--- src/rtl/regfile_sb_multiport_pkg.sv ---
// Core-wide register file types and sizing helpers shared by decode, writeback
// and the register file itself.
package rv_rf_pkg;

    localparam int XLEN_DEFAULT = 32;
    localparam int NREG_DEFAULT = 32;

    // Index width for a register count; never narrower than one bit.
    function automatic int addr_width(input int nreg);
        return (nreg > 1) ? $clog2(nreg) : 1;
    endfunction

    typedef logic [XLEN_DEFAULT-1:0]         rf_data_t;
    typedef logic [$clog2(NREG_DEFAULT)-1:0] rf_addr_t;

endpackage

--- src/rtl/regfile_sb_multiport_if.sv ---
// Decode/writeback view of the register file: write port, issue port,
// packed read ports and the registered busy/pending status.
interface regfile_sb_multiport_if
    import rv_rf_pkg::*;
#(
    parameter int XLEN = XLEN_DEFAULT,
    parameter int NREG = NREG_DEFAULT,
    parameter int NRD  = 2
);
    localparam int AW = addr_width(NREG);

    logic                we;
    logic [AW-1:0]       waddr;
    logic [XLEN-1:0]     wdata;
    logic [NRD*AW-1:0]   raddr;
    logic [NRD*XLEN-1:0] rdata;
    logic [NRD-1:0]      rd_busy;
    logic                iss_valid;
    logic [AW-1:0]       iss_rd;
    logic                pend_any;

    modport master (
        output we, waddr, wdata, raddr, iss_valid, iss_rd,
        input  rdata, rd_busy, pend_any
    );

    modport slave (
        input  we, waddr, wdata, raddr, iss_valid, iss_rd,
        output rdata, rd_busy, pend_any
    );

endinterface

--- src/rtl/regfile_sb_multiport_scoreboard.sv ---
// In-flight write scoreboard: one pending bit per register, set on issue and
// cleared on writeback, with the next-state vector exported for bypassed reads.
module rf_scoreboard
    import rv_rf_pkg::*;
#(
    parameter int NREG     = NREG_DEFAULT,
    parameter int ZERO_REG = 1,
    parameter int AW       = addr_width(NREG)
) (
    input  logic            clk,
    input  logic            rst,
    input  logic            we,
    input  logic [AW-1:0]   waddr,
    input  logic            iss_valid,
    input  logic [AW-1:0]   iss_rd,
    output logic [NREG-1:0] pending_next,
    output logic            pend_any
);

    logic [NREG-1:0] pending;

    // Set is applied after clear so a new producer supersedes the retiring one.
    always_comb begin
        pending_next = pending;
        if (we) begin
            pending_next[waddr] = 1'b0;
        end
        if (iss_valid) begin
            pending_next[iss_rd] = 1'b1;
        end
        if (ZERO_REG != 0) begin
            pending_next[0] = 1'b0;
        end
    end

    always_ff @(posedge clk or posedge rst) begin
        if (rst) begin
            pending  <= '0;
            pend_any <= 1'b0;
        end else begin
            pending  <= pending_next;
            pend_any <= |pending_next;
        end
    end

endmodule

--- src/rtl/regfile_sb_multiport.sv ---
// Multi-port integer register file with registered reads, write-to-read bypass,
// optional hardwired x0 and an in-flight write scoreboard for RAW stalls.
module regfile_sb_multiport
    import rv_rf_pkg::*;
#(
    parameter int XLEN     = XLEN_DEFAULT,
    parameter int NREG     = NREG_DEFAULT,
    parameter int NRD      = 2,
    parameter int ZERO_REG = 1
) (
    input  logic                   clk,
    input  logic                   rst,
    regfile_sb_multiport_if.slave  bus
);

    localparam int AW = addr_width(NREG);

    logic [XLEN-1:0]     regs [NREG];
    logic [NREG-1:0]     pending_next;
    logic                pend_any;
    logic                write_ok;
    logic [XLEN-1:0]     rd_next [NRD];
    logic [NRD-1:0]      busy_next;
    logic [NRD*XLEN-1:0] rdata_q;
    logic [NRD-1:0]      busy_q;

    assign write_ok = bus.we && !((ZERO_REG != 0) && (bus.waddr == '0));

    rf_scoreboard #(
        .NREG     (NREG),
        .ZERO_REG (ZERO_REG),
        .AW       (AW)
    ) u_scoreboard (
        .clk          (clk),
        .rst          (rst),
        .we           (bus.we),
        .waddr        (bus.waddr),
        .iss_valid    (bus.iss_valid),
        .iss_rd       (bus.iss_rd),
        .pending_next (pending_next),
        .pend_any     (pend_any)
    );

    always_ff @(posedge clk or posedge rst) begin
        if (rst) begin
            for (int r = 0; r < NREG; r++) begin
                regs[r] <= '0;
            end
        end else if (write_ok) begin
            regs[bus.waddr] <= bus.wdata;
        end
    end

    // Each port sees the register as it will be after this edge's write.
    always_comb begin
        logic [AW-1:0] ra;
        ra = '0;
        for (int k = 0; k < NRD; k++) begin
            ra = bus.raddr[k*AW +: AW];
            if ((ZERO_REG != 0) && (ra == '0)) begin
                rd_next[k] = '0;
            end else if (bus.we && (bus.waddr == ra)) begin
                rd_next[k] = bus.wdata;
            end else begin
                rd_next[k] = regs[ra];
            end
            busy_next[k] = pending_next[ra];
        end
    end

    always_ff @(posedge clk or posedge rst) begin
        if (rst) begin
            rdata_q <= '0;
            busy_q  <= '0;
        end else begin
            for (int k = 0; k < NRD; k++) begin
                rdata_q[k*XLEN +: XLEN] <= rd_next[k];
            end
            busy_q <= busy_next;
        end
    end

    assign bus.rdata    = rdata_q;
    assign bus.rd_busy  = busy_q;
    assign bus.pend_any = pend_any;

endmodule

--- src/flat_wrapper.sv ---
// flat-port wrapper written by rule: the top's interface ports become plain ports
module regfile_sb_multiport_flat import rv_rf_pkg::*;
#(
    parameter int XLEN     = XLEN_DEFAULT,
    parameter int NREG     = NREG_DEFAULT,
    parameter int NRD      = 2,
    parameter int ZERO_REG = 1
)
  (clk, rst, bus_we, bus_waddr, bus_wdata, bus_raddr, bus_iss_valid, bus_iss_rd, bus_rdata, bus_rd_busy, bus_pend_any);
  regfile_sb_multiport_if #(.XLEN(XLEN), .NREG(NREG), .NRD(NRD)) bus_i ();
  input  logic clk;
  input  logic rst;
  input wire logic [$bits(bus_i.we)-1:0] bus_we;
  input wire logic [$bits(bus_i.waddr)-1:0] bus_waddr;
  input wire logic [$bits(bus_i.wdata)-1:0] bus_wdata;
  input wire logic [$bits(bus_i.raddr)-1:0] bus_raddr;
  input wire logic [$bits(bus_i.iss_valid)-1:0] bus_iss_valid;
  input wire logic [$bits(bus_i.iss_rd)-1:0] bus_iss_rd;
  output wire logic [$bits(bus_i.rdata)-1:0] bus_rdata;
  output wire logic [$bits(bus_i.rd_busy)-1:0] bus_rd_busy;
  output wire logic [$bits(bus_i.pend_any)-1:0] bus_pend_any;
  assign bus_i.we = bus_we;
  assign bus_i.waddr = bus_waddr;
  assign bus_i.wdata = bus_wdata;
  assign bus_i.raddr = bus_raddr;
  assign bus_i.iss_valid = bus_iss_valid;
  assign bus_i.iss_rd = bus_iss_rd;
  assign bus_rdata = bus_i.rdata;
  assign bus_rd_busy = bus_i.rd_busy;
  assign bus_pend_any = bus_i.pend_any;
  regfile_sb_multiport #(.XLEN(XLEN), .NREG(NREG), .NRD(NRD), .ZERO_REG(ZERO_REG)) u_core (.clk(clk), .rst(rst), .bus(bus_i));
endmodule
--- config.mk ---
export PLATFORM = sky130hd
export DESIGN_NAME = regfile_sb_multiport_flat
export DESIGN_NICKNAME = d
export VERILOG_FILES = /design/src/rtl/regfile_sb_multiport_pkg.sv /design/src/rtl/regfile_sb_multiport_if.sv /design/src/rtl/regfile_sb_multiport_scoreboard.sv /design/src/rtl/regfile_sb_multiport.sv /design/src/flat_wrapper.sv
export SDC_FILE = /design/constraint.sdc
export NUM_CORES = 2
export LEC_CHECK = 0
export CAP_MARGIN = 30
export CORE_MARGIN = 2
export CORE_UTILIZATION = 37
export CTS_BUF_LIST = sky130_fd_sc_hd__clkbuf_16
export DETAILED_ROUTE_END_ITERATION = 16
export PLACE_DENSITY = 0.59
export SLEW_MARGIN = 20
export SYNTH_ARGS = -nofsm -noshare
export SYNTH_HDL_FRONTEND = slang
export SYNTH_SLANG_ARGS = --single-unit
export TNS_END_PERCENT = 5
--- constraint.sdc ---
create_clock -name clk -period 57.1 [get_ports clk]
set_input_delay 17.13 -clock clk [delete_from_list [all_inputs] [get_ports clk]]
set_output_delay 17.13 -clock clk [all_outputs]
set_load 0.03 [all_outputs]
==> results.py <==
metrics = {
    "sta": {
        "setup_viol": 0,
        "period_needed_ns": 20.59,
        "worst_pin_slew_ns": 1.07,
        "drv_slew": 0,
        "setup_slack_ns": 36.51,
        "tns_ns": 0,
        "finalHoldViolCount": 0,
        "finClkSkew_ns": 0.0141,
        "slew_headroom_pct": 28.7,
        "fmax_mhz": 48.6,
        "rsz0062_at_grt": "no",
        "timing.final.crit_share_pct": 36.1,
    },
    "die": {
        "die_area_um2": 161000,
        "ioPinCount": 123,
        "rows": 145,
        "die-width_um": 401,
        "start_util_pct": 37.3,
        "coreArea_um2": 157000,
        "die_h_um": 401,
    },
    "synth": {
        "synth_seq_cells": 1122,
        "synth_compound_area_share_pct": 1.46,
        "synth_area_um2": 58500,
        "avgSynthCellArea_um2": 15.7,
        "synthCells": 3725,
        "synth_edf_count": 0,
        "synth_top_family_by_area": "multiplexers",
        "yosysWarnings": 0,
        "ys_seq_area_share_pct": 48.0,
        "muxShareOfSynthArea_pct": 44.6,
        "synth.distinct_cells": 64,
        "synthXorXnorAreaFrac_pct": 0.150,
        "synthArstFlopShare_pct": 100,
        "synth-main-ff-cell": "dfrtp_1",
        "syn_nets": 3781,
        "synth_simple_gate_area_share_pct": 2.59,
        "synthAdderAreaFrac_pct": 0,
    },
    "routing": {
        "wl_per_cell_um": 30.4,
        "vias": 34900,
        "ant_nets": 0,
        "routed_wirelength_mm": 177,
        "via_per_inst": 5.99,
        "drt_iter0_drc": 2650,
        "drc": 0,
        "drt_first_pass_iters": 5,
    },
    "clock_tree": {
        "post-cts-setup-buffers": 0,
        "clock_sinks": 1122,
        "clockBufferDepth": 3,
        "cts_resized": 0,
        "clkTransAtPathRegs_ns": 0.06,
        "ctsHtreeMaxLevel": 3,
        "numCtsBuffers": 119,
        "clk_latency_ns": 0.73,
        "holdBufCountCts": 0,
        "root_buffer": "clkbuf_16",
        "cts_tree": "done",
    },
    "power": {
        "p_int_mw": 1.68,
        "power-per-cell-area_nw_per_um2": 35.1,
        "share_seq_of_total_power_pct": 45.5,
        "leakage_nw": 28.5,
        "p_clk_share_pct": 32.2,
        "ir_drop_mv": 0.0236,
        "swShare_pct": 27.6,
        "switchingPower_mw": 0.639,
        "comb_power_share_pct": 22.3,
    },
    "critical_path": {
        "cp-start-kind": "primary input",
        "max_stage_delay_ns": 0.75,
        "crit_path_max_fanout": 104,
        "cp_top_family": "buffers and inverters",
        "crit_arrival_ns": 21.49,
        "crit_required_ns": 58.01,
        "critical_path.slowest_cell": "buf_4",
        "end_kind": "asynchronous set/reset pin",
        "path_buf_inv": 8,
        "path_class": "primary input to asynchronous set/reset pin",
        "cpMostUsedCell": "buf_4",
        "ff2ff_setup_slack_ns": 54.96,
        "cp_cell_sequence": "clkdlybuf4s50_1 > inv_8 > buf_4 > buf_12 > buf_4 > buf_4 > buf_4 > buf_12",
    },
    "status": {
        "outcome": "finished, final reports clean",
    },
    "layout": {
        "finalNetCount": 3725,
        "drive_gt1_share_pct": 52.3,
        "fin_util_pct": 42.1,
        "synthToLayoutAreaGrowth_pct": 12.8,
        "fillers": 14100,
    },
    "global_route": {
        "grt_pass1_wl_mm": 261,
        "overflow": 0,
        "grt_start_max_net_pins": 105,
        "grt_pass1_vias": 36600,
        "track_usage_pct": 22.1,
        "antenna_found_initial": 4,
    },
    "place": {
        "portBuffers": 122,
        "gp_congestion": 0.787,
        "dp_slack_ns": 35.24,
        "dp_hpwl_mm": 96.5,
    },
    "hold_path": {
        "hold_class": "flip-flop to flip-flop",
    },
    "flow_run": {
        "maxCapViolCount": 0,
    },
}
## metal layers
| metal | global-route usage [%] | up-vias | part of all wire [%] |
|---|---|---|---|
| met2 | 35.8 | 983 | 48 |
| met5 | 0 | - | 0.014 |
| met4 | 7.16 | 4 | 3.0 |
| li1 | - | 14300 | - |
| met1 | 30.1 | 19400 | 43 |
| met3 | 3.82 | 271 | 5.2 |
## worst paths after layout
check                                                   start                               to  cells past startpoint
worst max-delay path                                      rst     u_core.regs[781]$_DFFE_PP0P_                      8
worst min-delay path            u_core.regs[1013]$_DFFE_PP0P_    u_core.regs[1013]$_DFFE_PP0P_                      0
worst max register to register   u_core.regs[657]$_DFFE_PP0P_   u_core.bus.rdata[17]$_DFF_PP0_                      4
worst min register to register  u_core.regs[1013]$_DFFE_PP0P_    u_core.regs[1013]$_DFFE_PP0P_                      0
max in group clk                                       bus_we  u_core.bus.rd_busy[0]$_DFF_PP0_                      8
min in group asynchronous                                 rst     u_core.regs[671]$_DFFE_PP0P_                      2
## through the flow
step / cells / power [mW] / hold WS (ns) / area (µm²)
2_1_floorplan: 3725 / 1.43 / 0.441 / 58500
3_3_place_gp: 5558 / 1.56 / 0.376 / 61400
3_5_place_dp: 5597 / 1.58 / 0.383 / 62100
4_1_cts: 5817 / 2.33 / 0.396 / 65700
5_1_grt: 5827 / 2.42 / 0.411 / 66000
6_report: 5828 / 2.31 / 0.395 / 66000
## logic make-up (layout without fill, tap and decap cells)
| kind of cell | Yosys count | count (layout) |
|---|---|---|
| and+or+nand+nor | 330 | 330 |
| DFF | 1122 | 1122 |
| buffers and inverters | 448 | 491 |
| other | 0 | 2 |
| xor gates and xnor gates | 10 | 10 |
| AOI/OAI and AO/OA | 134 | 134 |
| muxes | 1681 | 1681 |
## power by group through the flow
| stage | combinational (mW) | sequential [mW] | clock [mW] |
|---|---|---|---|
| 6_report | 0.516 | 1.05 | 0.745 |
| 3_5_place_dp | 0.517 | 1.06 | 0 |
| 3_3_place_gp | 0.506 | 1.06 | 0 |
| 4_1_cts | 0.518 | 1.05 | 0.762 |
| 5_1_grt | 0.552 | 1.07 | 0.793 |
| 2_1_floorplan | 0.373 | 1.06 | 0 |
## synth_stat cells, types with 4 or more instances
cell       instances  area share, %
nor3_1            12           0.10
nand2_1          130           0.83
a21oi_1           15           0.13
o21ai_0           26           0.22
inv_1             24           0.15
mux4_2           638             25
dfrtp_1         1122             48
nand2b_1          14           0.15
nor3b_1            4          0.051
mux2i_1           50           0.86
clkbuf_1         258            1.7
nand4_1            5          0.054
a221oi_1           5          0.075
o21ai_1           40           0.34
a2111oi_0          5          0.075
xor2_1             8           0.12
buf_6              9           0.17
a22o_1             8           0.12
nand3b_1           4          0.051
nor2_1            96           0.62
and2_1             6          0.064
buf_4             14           0.18
nor2b_1            4          0.043
a22oi_1            4          0.051
buf_2             59           0.51
nand3_1           26           0.22
nor4_1             6          0.064
buf_1             83           0.53
mux2_2           993             19
## state kept, by name (all words and copies together) (netlist names)
| name | cells |
|---|---|
| u_core.bus.rd_busy | 2 |
| u_core.bus.rdata | 64 |
| u_core.regs | 1024 |
| u_core.u_scoreboard.pend_any | 1 |
| u_core.u_scoreboard.pending | 31 |
## cell usage in the layout, fill, tap and decap left out, drive strengths merged, types with 26 or more instances in the layout
| cell type | instances |
|---|---|
| buf | 134 |
| clkbuf | 121 |
| clkdlybuf4s50 | 112 |
| clkinv | 62 |
| dfrtp | 1122 |
| inv | 52 |
| mux2 | 993 |
| mux2i | 50 |
| mux4 | 638 |
| nand2 | 132 |
| nand3 | 26 |
| nor2 | 96 |
| o21ai | 66 |
## cell type report
class                   instances  area, µm²  share of cell area [%]
clock inverters                99        647                   0.981
flip-flops and latches       1122      28100                    42.6
diodes                          2       5.00                 0.00759
clock buffers                 121       3030                    4.59
multi-input cells            2155      28800                    43.6
inverters                      25        103                   0.156
repair buffers                246       2750                    4.17
well taps                    2058       2570                    3.90
No activity file was read; power rests on OpenSTA's default activity.
